`src/rtl/datapath_seq_if.sv`:
```
// Bundle between the instruction decoder and the sequenced datapath:
// the operation request fields, the handshake/status outputs and the debug read port.
interface datapath_seq_if #(
   parameter int WIDTH = 16,
   parameter int NREGS = 8,
   parameter int PC_W  = 8
);
   localparam int AW = $clog2(NREGS);

   logic             start;
   logic [1:0]       op;
   logic [1:0]       shift;
   logic             asel_zero;
   logic             use_imm;
   logic [1:0]       vsel;
   logic [AW-1:0]    rn;
   logic [AW-1:0]    rm;
   logic [AW-1:0]    rd;
   logic [WIDTH-1:0] imm;
   logic [WIDTH-1:0] mdata;
   logic [PC_W-1:0]  pc;
   logic             busy;
   logic             done;
   logic [WIDTH-1:0] datapath_out;
   logic             Z_out;
   logic             N_out;
   logic             V_out;
   logic [AW-1:0]    dbg_addr;
   logic [WIDTH-1:0] dbg_data;

   // Decoder side: issues operations and watches completion.
   modport master (
      output start, op, shift, asel_zero, use_imm, vsel, rn, rm, rd, imm, mdata, pc, dbg_addr,
      input  busy, done, datapath_out, Z_out, N_out, V_out, dbg_data
   );

   // Datapath side.
   modport slave (
      input  start, op, shift, asel_zero, use_imm, vsel, rn, rm, rd, imm, mdata, pc, dbg_addr,
      output busy, done, datapath_out, Z_out, N_out, V_out, dbg_data
   );
endinterface

```
`src/rtl/datapath_seq.sv`:
```
// Self-sequencing register-file datapath: one operation per start handshake,
// stepped through operand load (LA, LB), execute (EX) and writeback (WB).
// Non-ALU writebacks (imm, mdata, pc) skip straight from IDLE to WB.
module datapath_seq #(
   parameter int WIDTH = 16,
   parameter int NREGS = 8,
   parameter int PC_W  = 8
) (
   input logic            clk,
   input logic            reset,
   datapath_seq_if.slave  bus
);
   localparam int AW = $clog2(NREGS);

   localparam logic [2:0] S_IDLE = 3'd0;
   localparam logic [2:0] S_LA   = 3'd1;
   localparam logic [2:0] S_LB   = 3'd2;
   localparam logic [2:0] S_EX   = 3'd3;
   localparam logic [2:0] S_WB   = 3'd4;

   logic [2:0]       state_q, state_d;
   logic             done_q, done_d;
   logic [1:0]       op_q, op_d;
   logic [1:0]       shift_q, shift_d;
   logic             asel_zero_q, asel_zero_d;
   logic             use_imm_q, use_imm_d;
   logic [1:0]       vsel_q, vsel_d;
   logic [AW-1:0]    rn_q, rn_d;
   logic [AW-1:0]    rm_q, rm_d;
   logic [AW-1:0]    rd_q, rd_d;
   logic [WIDTH-1:0] imm_q, imm_d;
   logic [PC_W-1:0]  pc_q, pc_d;
   logic [WIDTH-1:0] a_q, a_d;
   logic [WIDTH-1:0] b_q, b_d;
   logic [WIDTH-1:0] c_q, c_d;
   logic             z_q, z_d;
   logic             n_q, n_d;
   logic             v_q, v_d;
   logic [WIDTH-1:0] regs_q [NREGS];
   logic [WIDTH-1:0] regs_d [NREGS];

   logic [WIDTH-1:0] ain;
   logic [WIDTH-1:0] bsh;
   logic [WIDTH-1:0] bin;
   logic [WIDTH-1:0] alu_res;
   logic             alu_v;
   logic [WIDTH-1:0] wb_val;

   // Operand selection, B shifter and ALU with signed-overflow detection.
   always_comb begin
      ain = asel_zero_q ? '0 : a_q;
      case (shift_q)
         2'b00:   bsh = b_q;
         2'b01:   bsh = {b_q[WIDTH-2:0], 1'b0};
         2'b10:   bsh = {1'b0, b_q[WIDTH-1:1]};
         default: bsh = {b_q[WIDTH-1], b_q[WIDTH-1:1]};
      endcase
      bin = use_imm_q ? imm_q : bsh;
      alu_res = '0;
      alu_v   = 1'b0;
      case (op_q)
         2'b00: begin
            alu_res = ain + bin;
            alu_v   = (ain[WIDTH-1] == bin[WIDTH-1]) && (alu_res[WIDTH-1] != ain[WIDTH-1]);
         end
         2'b01: begin
            alu_res = ain - bin;
            alu_v   = (ain[WIDTH-1] != bin[WIDTH-1]) && (alu_res[WIDTH-1] != ain[WIDTH-1]);
         end
         2'b10:   alu_res = ain & bin;
         default: alu_res = ~bin;
      endcase
   end

   // Writeback source; memory data is taken live at the WB edge, pc is zero-extended.
   always_comb begin
      case (vsel_q)
         2'b00:   wb_val = c_q;
         2'b01:   wb_val = imm_q;
         2'b10:   wb_val = bus.mdata;
         default: wb_val = WIDTH'(pc_q);
      endcase
   end

   // Sequencer: latches the request in IDLE, then walks the phases of the operation.
   always_comb begin
      state_d     = state_q;
      done_d      = 1'b0;
      op_d        = op_q;
      shift_d     = shift_q;
      asel_zero_d = asel_zero_q;
      use_imm_d   = use_imm_q;
      vsel_d      = vsel_q;
      rn_d        = rn_q;
      rm_d        = rm_q;
      rd_d        = rd_q;
      imm_d       = imm_q;
      pc_d        = pc_q;
      a_d         = a_q;
      b_d         = b_q;
      c_d         = c_q;
      z_d         = z_q;
      n_d         = n_q;
      v_d         = v_q;
      regs_d      = regs_q;
      case (state_q)
         S_IDLE: begin
            if (bus.start) begin
               op_d        = bus.op;
               shift_d     = bus.shift;
               asel_zero_d = bus.asel_zero;
               use_imm_d   = bus.use_imm;
               vsel_d      = bus.vsel;
               rn_d        = bus.rn;
               rm_d        = bus.rm;
               rd_d        = bus.rd;
               imm_d       = bus.imm;
               pc_d        = bus.pc;
               state_d     = (bus.vsel == 2'b00) ? S_LA : S_WB;
            end
         end
         S_LA: begin
            a_d     = regs_q[rn_q];
            state_d = S_LB;
         end
         S_LB: begin
            b_d     = regs_q[rm_q];
            state_d = S_EX;
         end
         S_EX: begin
            c_d     = alu_res;
            z_d     = (alu_res == '0);
            n_d     = alu_res[WIDTH-1];
            v_d     = alu_v;
            state_d = S_WB;
         end
         S_WB: begin
            regs_d[rd_q] = wb_val;
            done_d       = 1'b1;
            state_d      = S_IDLE;
         end
         default: state_d = S_IDLE;
      endcase
   end

   // State, request latches, datapath registers and register file; reset aborts everything.
   always_ff @(posedge clk or posedge reset) begin
      if (reset) begin
         state_q     <= S_IDLE;
         done_q      <= 1'b0;
         op_q        <= '0;
         shift_q     <= '0;
         asel_zero_q <= 1'b0;
         use_imm_q   <= 1'b0;
         vsel_q      <= '0;
         rn_q        <= '0;
         rm_q        <= '0;
         rd_q        <= '0;
         imm_q       <= '0;
         pc_q        <= '0;
         a_q         <= '0;
         b_q         <= '0;
         c_q         <= '0;
         z_q         <= 1'b0;
         n_q         <= 1'b0;
         v_q         <= 1'b0;
         for (int i = 0; i < NREGS; i++) regs_q[i] <= '0;
      end else begin
         state_q     <= state_d;
         done_q      <= done_d;
         op_q        <= op_d;
         shift_q     <= shift_d;
         asel_zero_q <= asel_zero_d;
         use_imm_q   <= use_imm_d;
         vsel_q      <= vsel_d;
         rn_q        <= rn_d;
         rm_q        <= rm_d;
         rd_q        <= rd_d;
         imm_q       <= imm_d;
         pc_q        <= pc_d;
         a_q         <= a_d;
         b_q         <= b_d;
         c_q         <= c_d;
         z_q         <= z_d;
         n_q         <= n_d;
         v_q         <= v_d;
         for (int i = 0; i < NREGS; i++) regs_q[i] <= regs_d[i];
      end
   end

   assign bus.busy         = (state_q != S_IDLE);
   assign bus.done         = done_q;
   assign bus.datapath_out = c_q;
   assign bus.Z_out        = z_q;
   assign bus.N_out        = n_q;
   assign bus.V_out        = v_q;
   assign bus.dbg_data     = regs_q[bus.dbg_addr];
endmodule

```
`src/flat_wrapper.sv`:
```
// flat-port wrapper written by rule: the top's interface ports become plain ports
module datapath_seq_flat 
#(
   parameter int WIDTH = 16,
   parameter int NREGS = 8,
   parameter int PC_W  = 8
)
  (clk, reset, bus_start, bus_op, bus_shift, bus_asel_zero, bus_use_imm, bus_vsel, bus_rn, bus_rm, bus_rd, bus_imm, bus_mdata, bus_pc, bus_dbg_addr, bus_busy, bus_done, bus_datapath_out, bus_Z_out, bus_N_out, bus_V_out, bus_dbg_data);
  datapath_seq_if #(.WIDTH(WIDTH), .NREGS(NREGS), .PC_W(PC_W)) bus_i ();
  input logic clk;
  input logic reset;
  input wire logic [$bits(bus_i.start)-1:0] bus_start;
  input wire logic [$bits(bus_i.op)-1:0] bus_op;
  input wire logic [$bits(bus_i.shift)-1:0] bus_shift;
  input wire logic [$bits(bus_i.asel_zero)-1:0] bus_asel_zero;
  input wire logic [$bits(bus_i.use_imm)-1:0] bus_use_imm;
  input wire logic [$bits(bus_i.vsel)-1:0] bus_vsel;
  input wire logic [$bits(bus_i.rn)-1:0] bus_rn;
  input wire logic [$bits(bus_i.rm)-1:0] bus_rm;
  input wire logic [$bits(bus_i.rd)-1:0] bus_rd;
  input wire logic [$bits(bus_i.imm)-1:0] bus_imm;
  input wire logic [$bits(bus_i.mdata)-1:0] bus_mdata;
  input wire logic [$bits(bus_i.pc)-1:0] bus_pc;
  input wire logic [$bits(bus_i.dbg_addr)-1:0] bus_dbg_addr;
  output wire logic [$bits(bus_i.busy)-1:0] bus_busy;
  output wire logic [$bits(bus_i.done)-1:0] bus_done;
  output wire logic [$bits(bus_i.datapath_out)-1:0] bus_datapath_out;
  output wire logic [$bits(bus_i.Z_out)-1:0] bus_Z_out;
  output wire logic [$bits(bus_i.N_out)-1:0] bus_N_out;
  output wire logic [$bits(bus_i.V_out)-1:0] bus_V_out;
  output wire logic [$bits(bus_i.dbg_data)-1:0] bus_dbg_data;
  assign bus_i.start = bus_start;
  assign bus_i.op = bus_op;
  assign bus_i.shift = bus_shift;
  assign bus_i.asel_zero = bus_asel_zero;
  assign bus_i.use_imm = bus_use_imm;
  assign bus_i.vsel = bus_vsel;
  assign bus_i.rn = bus_rn;
  assign bus_i.rm = bus_rm;
  assign bus_i.rd = bus_rd;
  assign bus_i.imm = bus_imm;
  assign bus_i.mdata = bus_mdata;
  assign bus_i.pc = bus_pc;
  assign bus_i.dbg_addr = bus_dbg_addr;
  assign bus_busy = bus_i.busy;
  assign bus_done = bus_i.done;
  assign bus_datapath_out = bus_i.datapath_out;
  assign bus_Z_out = bus_i.Z_out;
  assign bus_N_out = bus_i.N_out;
  assign bus_V_out = bus_i.V_out;
  assign bus_dbg_data = bus_i.dbg_data;
  datapath_seq #(.WIDTH(WIDTH), .NREGS(NREGS), .PC_W(PC_W)) u_core (.clk(clk), .reset(reset), .bus(bus_i));
endmodule
```
`config.mk`:
```
export PLATFORM = sky130hd
export DESIGN_NAME = datapath_seq_flat
export DESIGN_NICKNAME = d
export VERILOG_FILES = /design/src/rtl/datapath_seq_if.sv /design/src/rtl/datapath_seq.sv /design/src/flat_wrapper.sv
export SDC_FILE = /design/constraint.sdc
export NUM_CORES = 1
export LEC_CHECK = 0
export BUFFER_PORTS_ARGS = -buffer_cell sky130_fd_sc_hd__buf_2
export CAP_MARGIN = 20
export CORE_ASPECT_RATIO = 0.5
export CORE_UTILIZATION = 50
export DETAILED_ROUTE_END_ITERATION = 8
export PLACE_DENSITY = 0.7
export REMOVE_ABC_BUFFERS = 1
export SYNTH_ARGS = -nofsm -noshare
export SYNTH_HDL_FRONTEND = slang
export SYNTH_SLANG_ARGS = --single-unit
```
`constraint.sdc`:
```
create_clock -name clk -period 9.2 [get_ports clk]
set_clock_uncertainty 0.2 [all_clocks]
set_input_delay 1.38 -clock clk [delete_from_list [all_inputs] [get_ports clk]]
set_output_delay 1.38 -clock clk [all_outputs]
set_load 0.03 [all_outputs]
```
# ---- Word-level counts from Yosys, hierarchy flattened
# Cells that the tools add are included.
dict set report word_totals {
  regBits 224
  input_bits 63
  output_inout_bits 37
  elab_cells 87
}
dict set report op_classes {
  addsub 2
  order_cmp 5
  eq_ne 15
  mux 22
  bitwise_logic 6
  reduce_logical 11
}
# cell count
set ops {}
lappend ops {{binary-select mux 16 bit (select 3 bit)} 3}
lappend ops {{two-way mux 16 bit} 9}
lappend ops {{case mux 16 bit (3 select lines)} 3}
lappend ops {{bitwise mux 128 bit} 1}
lappend ops {{demux 16 bit (select 3 bit)} 1}
lappend ops {{adder 16 bit} 1}
lappend ops {{bitwise AND 16 bit} 1}
lappend ops {{>= comparator 4 bit (second input constant)} 4}
lappend ops {{zero test 16 bit} 1}
lappend ops {{NOT 16 bit} 1}
lappend ops {{NOT 3 -> 4 bit} 4}
lappend ops {{subtractor 16 bit} 1}
lappend ops {{case mux 3 bit (4 select lines)} 1}
lappend ops {{zero test 2 bit} 4}
lappend ops {{equality test 2 x 1 -> 1 bit (second input constant)} 3}
lappend ops {{equality test 2 bit (second input constant)} 3}
lappend ops {{equality test 3 x 2 -> 1 bit (second input constant)} 2}
lappend ops {{two-way mux 3 bit} 2}
lappend ops {{< comparator 4 x 1 -> 1 bit (second input constant)} 1}
lappend ops {{equality test 3 x 1 -> 1 bit (second input constant)} 1}
lappend ops {{equality test 3 bit (second input constant)} 1}
lappend ops {{logical AND 1 bit} 3}
lappend ops {{zero test 3 bit} 1}
lappend ops {{inequality test 1 bit} 3}
lappend ops {{other kinds (6)} 6}

# ---- Logic depth before layout (Yosys ltp)
# Gate-level depths: netlist (run 1).
dict set report depth {
  word_depth 7
  depth_mapped 16
  mapped_depth_nobuf 14
}

# ---- Least setup slack after synthesis (run 1)
# OpenSTA, ideal clock, no wires.
dict set report synth_path {
  path_kind {in2out}
  from {in bus_dbg_addr[0]}
  to {out bus_dbg_data[0]}
  arrival_time_ps 3044
  required_time_ps 7620
  setup_slack_ps 4576
  cell_stages 4
  path_buffers 2
  cell_sequence {clkbuf_1 -> buf_1 -> mux4_2 -> mux2_2}
}
dict set report synth_via {
  elab_chain_cells 4
}
# item line_no
set synth_lines {}
lappend synth_lines {{start: declaration} flat_wrapper.sv:24} ;# input wire logic [$bits(bus_i.dbg_addr)-1:0] bus_dbg_addr;
lappend synth_lines {{NOT 3 -> 4 bit (not written as such)} datapath_seq.sv:197} ;# assign bus.dbg_data = regs_q[bus.dbg_addr];
lappend synth_lines {{binary-select mux 16 bit (select 3 bit)} datapath_seq.sv:197}
lappend synth_lines {{two-way mux 16 bit (not written as such) (2 in series)} datapath_seq.sv:197}
lappend synth_lines {{end: declaration} flat_wrapper.sv:31} ;# output wire logic [$bits(bus_i.dbg_data)-1:0] bus_dbg_data;
# Every way passes these cells. The select of a mux whose other input is x is not followed.

# ---- Worst setup path in the final report (run 1)
dict set report layout_path {
  from {in bus_dbg_addr[0]}
  to {out bus_dbg_data[11]}
}
# The elaborated chain is that of the path after synthesis.

==> results of run 1 <==
## worst max-delay path by stage
stage	slack (ns)	depth (start not counted)	to
2_1_floorplan	1.51	1	u_core.a_q[0]
3_3_place_gp	4.54	5	bus_dbg_data[8]
6_report	4.54	5	bus_dbg_data[11]
4_1_cts	4.50	5	bus_dbg_data[8]
5_1_grt	4.29	13	u_core.bus.Z_out
3_5_place_dp	4.50	5	bus_dbg_data[8]
## kinds of logic after synthesis
| kind of cell | Yosys count |
|---|---|
| XOR/XNOR | 4 |
| AO/OA/AOI/OAI | 264 |
| AND/OR/NAND/NOR | 300 |
| adder cells (fa/ha/maj) | 34 |
| buffers and inverters | 131 |
| flip-flops | 223 |
| multiplexers | 295 |
## synthesized netlist by cell type, types with 7 or more instances
| cell type | count |
|---|---|
| o21ai_1 | 7 |
| ha_1 | 32 |
| o21ai_0 | 89 |
| clkbuf_1 | 69 |
| a211oi_1 | 12 |
| buf_1 | 15 |
| a21oi_1 | 82 |
| dfrtp_1 | 223 |
| nand3_1 | 9 |
| a21o_1 | 9 |
| mux2_2 | 126 |
| nor3_1 | 17 |
| buf_2 | 9 |
| nor2_1 | 86 |
| a31oi_1 | 11 |
| nor2b_1 | 37 |
| o31ai_1 | 8 |
| nand2_1 | 105 |
| nand2b_1 | 9 |
| mux4_2 | 104 |
| and3_1 | 8 |
| mux2i_1 | 65 |
| inv_1 | 35 |
## worst max-delay path: stages
cell	delay (ns)
buf_2	0.08
buf_4	0.53
mux4_2	0.60
mux2_2	0.29
buf_2	0.18
## routing by layer
layer | vias up | part of all wire (%) | wire length [microns] | global-route usage [%]
met5 | - | 0 | 0 | 0
met1 | 5453 | 45 | 17100 | 39.2
met2 | 405 | 46 | 17700 | 42.2
met4 | 0 | 1.9 | 744 | 7.21
met3 | 47 | 7.2 | 2760 | 4.86
li1 | 4722 | - | - | -
## flip-flops by register name, indices dropped and copies added (netlist names)
name / flops
u_core.regs_q: 128
u_core.a_q: 16
u_core.b_q: 16
u_core.imm_q: 16
u_core.bus.datapath_out: 15
u_core.pc_q: 8
u_core.rd_q: 3
u_core.rm_q: 3
u_core.rn_q: 3
u_core.state_q: 3
u_core.op_q: 2
u_core.shift_q: 2
u_core.vsel_q: 2
u_core.asel_zero_q: 1
u_core.bus.N_out: 1
u_core.bus.V_out: 1
u_core.bus.Z_out: 1
u_core.bus.done: 1
u_core.use_imm_q: 1
## through the flow
stage / instances / setup slack, ns
floorplan: 1156 / 1.51
global placement: 1641 / 4.54
detailed placement: 1642 / 4.50
CTS: 1679 / 4.50
global route: 1682 / 4.29
finish: 1682 / 4.54
## cell type report
cell class / instances / area [sq um] / area share, %
tap: 374 / 468 / 3.01
sequential: 223 / 5590 / 36.0
inverter: 36 / 143 / 0.918
multi-input combinational: 897 / 7950 / 51.2
clock buffer: 32 / 659 / 4.25
clock inverter: 5 / 28.8 / 0.185
timing repair buffer: 115 / 696 / 4.48
==> summary.md, run 1 <==
| Metric | Value |
|---|---|
| Vias per inst | `6.32` |
| Antenna Nets Post-Route | `0` |
| DIE HEIGHT | `120 microns` |
| Minimum clock period | `4.66 ns` |
| Setup Buffers After CTS | `0` |
| Cell variety after synth | `69` |
| Post-synthesis async set-or-reset flop share | `100%` |
| Worst r2r src | `u_core.shift_q[0]` |
| Clk_lat worst skew | `0.52 ns` |
| Port bufs | `99` |
| Ranking of synthesized cells by area | `dfrtp_1, mux4_2, mux2_2` |
| Adder-cell share of the synthesized area | `3.14%` |
| Row cnt | `42` |
| Gr usage total | `27.1%` |
| Worst r2r path cells | `13` |
| Setup TNS Final | `0 ns` |
| First-pass GRT wire length | `59.8 mm` |
| Number of global-route vias before repair | `10503` |
| Simple-gate share of the synthesized area | `9.92%` |
| Required @ worst endpoint | `7.62 ns` |
| Post-CTS Hold Buffers | `0` |
| Synth Cell Area | `14000 sq um` |
| Synth warnings | `0` |
| Outcome | `finished, final reports clean` |
| Setup Crit Path Kind | `input port to output pin` |
| Arr. time, crit path | `3.08 ns` |
| Die W | `239 microns` |
| Final RePlAce weighted congestion | `0.931` |
| Largest family of logic cells by synthesized area | `multiplexers` |
| DRC | `0` |
| Hold depth | `2` |
| Syn Area/Cell | `11.2 sq um` |
| Yosys top cell area share | `39.8%` |
| CP startpoint | `bus_dbg_addr[0]` |
| Peak Freq | `0.215 GHz` |
| TritonCTS clock tree | `done` |
| Hold WC Path Type | `flop to flop` |
| Share of cells above drive strength 1 | `30.4%` |
| Inserted Diodes | `0` |
| Synth-to-Final Area Change | `10.7%` |
| Cell taking the most area after synthesis | `dfrtp_1` |
| Final nets | `1392` |
| CTS HTree Levels | `1` |
| Dpl cell area | `14800 sq um` |
| Worst reg-to-reg setup slack | `4.56 ns` |
| Most frequent cells in the layout | `dfrtp_1, mux2_2, nand2_1` |
| Reg-to-Reg End | `u_core.bus.Z_out` |
| Initial detailed-routing violation count | `990` |
| Clk Tree Root Cell | `clkbuf_16` |
| I/O pins | `100` |
| Post-Synthesis Cells | `1251` |
| Max-slew violation count | `0` |
| Seq/Total Area, Yosys | `39.8%` |
| Post-route cell area | `15500 sq um` |
| Final WL | `38.3 mm` |
| Clock buffer depth | `3` |
| # resized after CTS | `0` |
| Hold_ws | `0.302 ns` |
| Mux contribution to synthesized area | `31.4%` |
| Post-synthesis compound-gate area fraction | `11.8%` |
| FF+latch count, synth | `223` |
| Hold EP | `u_core.bus.V_out` |
| Final-report setup violation count | `0` |
| Avg WL per Cell | `22.8 microns` |
| Core area | `27000 sq um` |
| Reg clk slew, reported paths | `0.06 ns` |
| EDFF count, synth | `0` |
| Fin crit share | `50.6%` |
| Starting Density | `52.0%` |
| TritonCTS buffer count | `22` |
| Worst rel slew slack | `20.9%` |
| Post-synth top flop | `dfrtp_1` |
| Die area | `28800 sq um` |
| Dpl hpwl | `26.4 mm` |
| Max FO, Critical Path | `32` |
| Largest net degree at the start of global routing | `97` |
| Critical path capture point type | `output pin` |
| DR pass1 iterations | `5` |
| Hold Path Origin | `u_core.bus.V_out` |
| Critical path startpoint category | `input port` |
| Clock sink total | `223` |
| Post-Synth XOR/XNOR Area | `0.250%` |
| # fillers | `2207` |
| Grt total ovfl | `0` |
| Most common cell after layout, fill and taps aside | `dfrtp_1` |
| Final core utilization | `57.5%` |
| Max-cap check violation count | `0` |
| RSZ-0062 raised after global routing | `no` |
| Vias | `10627` |
| Worst-margin pin slew | `1.19 ns` |
| Hold Fails Final Rpt | `0` |
| Initial antenna violation count | `0` |
Power of run 1 is left out: the tool's default activity adds up to more than one toggle a clock period on the data nets, which glitch-free logic cannot reach.
==> run 2: changes to the inputs <==
- clock period: 9.2 -> 4.6 ns (I/O delays scaled with it)
==> run 2 against run 1 <==
Net effect:
- cell area up 0.14%
- first-iteration DRC count rose by 26%
- die area is the same
- cell count rose by 0.48%
- worst hold slack got worse by 0.18 ns
- global-route usage increased by 0.96 points
- setup slack lost 4.3 ns
- count of clock-buffer cells in the layout did not move
- critical path depth rose by 8
- via count up 1.2%
- critical path type is now flop to flop
- critical endpoint is now u_core.bus.Z_out
==> summary.md, run 2 (synthesis gave the netlist of run 1 again) <==
| Metric | Value |
|---|---|
| RSZ-0062 raised after global routing | `no (unchanged)` |
| Most frequent cells in the layout | `dfrtp_1, mux2_2, nand2_1 (unchanged)` |
| Post-route cell area | `15600 sq um (was 15500 sq um)` |
| CTS HTree Levels | `1 (unchanged)` |
| Hold WC Path Type | `input port to async pin (was flop to flop)` |
| Post-CTS Hold Buffers | `0 (unchanged)` |
| Setup Buffers After CTS | `0 (unchanged)` |
| Avg WL per Cell | `23.3 microns (was 22.8 microns)` |
| Required @ worst endpoint | `4.87 ns (was 7.62 ns)` |
| Critical path capture point type | `flop (was output pin)` |
| Row cnt | `42 (unchanged)` |
| DP Cell Count | `1647 (was 1642)` |
| Clock sink total | `223 (unchanged)` |
| Synth-to-Final Area Change | `10.8% (was 10.7%)` |
| Clk_lat worst skew | `0.55 ns (was 0.52 ns)` |
| Crit. path cell count | `13 (was 5)` |
| Slowest CP cell | `a2111oi_0 (was mux4_2)` |
| Largest net degree at the start of global routing | `132 (was 97)` |
| I/O pins | `100 (unchanged)` |
| Port bufs | `99 (unchanged)` |
| Clock buffer depth | `3 (unchanged)` |
| DR pass1 iterations | `5 (unchanged)` |
| Final RePlAce weighted congestion | `0.961 (was 0.931)` |
| DIE HEIGHT | `120 microns (unchanged)` |
| Worst reg-to-reg setup slack | `0.26 ns (was 4.56 ns)` |
| Outcome | `finished, final reports clean (unchanged)` |
| Setup Crit Path Kind | `flop to flop (was input port to output pin)` |
| Dpl hpwl | `27.0 mm (was 26.4 mm)` |
| Crit path buf inv count | `1 (was 3)` |
| TritonCTS clock tree | `done (unchanged)` |
| Final-report setup violation count | `0 (unchanged)` |
| Most common cell after layout, fill and taps aside | `dfrtp_1 (unchanged)` |
| Max-slew violation count | `0 (unchanged)` |
| Gr usage total | `28.0% (was 27.1%)` |
| Critical path startpoint category | `flop (was input port)` |
| Die area | `28800 sq um (unchanged)` |
| Starting Density | `52.0% (unchanged)` |
| First-pass GRT wire length | `61.4 mm (was 59.8 mm)` |
| Max incr delay on CP | `0.56 ns (was 0.60 ns)` |
| Worst path cell trace | `or3b_1 -> a31oi_1 -> ha_1 -> inv_1 -> fa_1 -> nor2b_1 -> o2111ai_1 -> a21boi_1 -> o21ai_0 -> a21o_1 -> a2111oi_0 -> nand4_1 -> o21ai_1 (was buf_2 -> buf_4 -> mux4_2 -> mux2_2 -> buf_2)` |
| Share of cells above drive strength 1 | `30.7% (was 30.4%)` |
| Final WL | `39.4 mm (was 38.3 mm)` |
| Peak Freq | `0.230 GHz` |
| Worst-margin pin slew | `1.16 ns (was 1.19 ns)` |
| Register bank with the most flops | `u_core.regs_q (unchanged)` |
| Inserted Diodes | `0 (unchanged)` |
| Vias per inst | `6.37 (was 6.32)` |
| Minimum clock period | `4.34 ns` |
| Fin crit share | `94.3%` |
| DRC | `0 (unchanged)` |
| Non-Filler Instances | `1690 (was 1682)` |
| Clk Tree Root Cell | `clkbuf_16 (unchanged)` |
| Pre-CTS setup slack | `0.367 ns (was 4.50 ns)` |
| Hold Fails Final Rpt | `0 (unchanged)` |
| Reg clk slew, reported paths | `0.06 ns (about the same)` |
| Initial antenna violation count | `0 (unchanged)` |
| Max FO, Critical Path | `10 (was 32)` |
| Grt total ovfl | `0 (unchanged)` |
| Worst r2r path cells | `13 (unchanged)` |
| Initial detailed-routing violation count | `1244 (was 990)` |
| Final setup margin | `0.261 ns (was 4.54 ns)` |
| Arr. time, crit path | `4.61 ns (was 3.08 ns)` |
| Worst rel slew slack | `22.7% (was 20.9%)` |
| Final nets | `1396 (was 1392)` |
| Max FFs per register | `128 (unchanged)` |
| # resized after CTS | `0 (unchanged)` |
| Reg-to-Reg End | `u_core.bus.Z_out (unchanged)` |
| Hold_ws | `0.119 ns (was 0.302 ns)` |
| Vias | `10758 (was 10627)` |
| TritonCTS buffer count | `23 (was 22)` |
| Number of global-route vias before repair | `10589 (was 10503)` |
| Worst r2r src | `u_core.shift_q[0] (unchanged)` |
| Antenna Nets Post-Route | `0 (unchanged)` |
| CP delay by family, top | `compound AO/OA/AOI/OAI gates (was multiplexers)` |
| Core area | `27000 sq um (unchanged)` |
| Dpl cell area | `14800 sq um (about the same)` |
| Max-cap check violation count | `0 (unchanged)` |
| Die W | `239 microns (unchanged)` |
==> run 2: final cells by class <==
cell class	count	area, sq um
Timing Repair Buffer	118	683
Clock buffer	32	639
Inverter	36	143
Fill cell	2244	11500
Multi-Input combinational cell	897	7950
Sequential cell	223	5590
Clock inverter	10	82.6
Tap cell	374	468
==> run 2: worst max-delay path by stage <==
stage                                  from          endpoint  slack, ns
final                     u_core.shift_q[0]  u_core.bus.Z_out       0.26
after global routing      u_core.shift_q[0]  u_core.bus.Z_out       0.10
after CTS                 u_core.shift_q[0]  u_core.bus.Z_out       0.37
after detailed placement  u_core.shift_q[0]  u_core.bus.Z_out       0.37
after global placement    u_core.shift_q[0]  u_core.bus.Z_out       0.57
after floorplan                       reset     u_core.a_q[0]      -2.40
==> run 2: routing by layer <==
metal	share of wire, %	wire [microns]	GRT usage (%)
met1	44	17400	40.9
met2	46	18000	43.2
met3	8.2	3210	5.37
met4	2.0	784	6.97
met5	0	0	0
==> run 2: through the flow <==
stage	TNS, ns	util [%]
floorplan	-534.33	-
global placement	0	54.8
detailed placement	0	54.8
CTS	0	57.5
global route	0	57.6
finish	0	57.6
Power of run 2 is left out for the same reason.
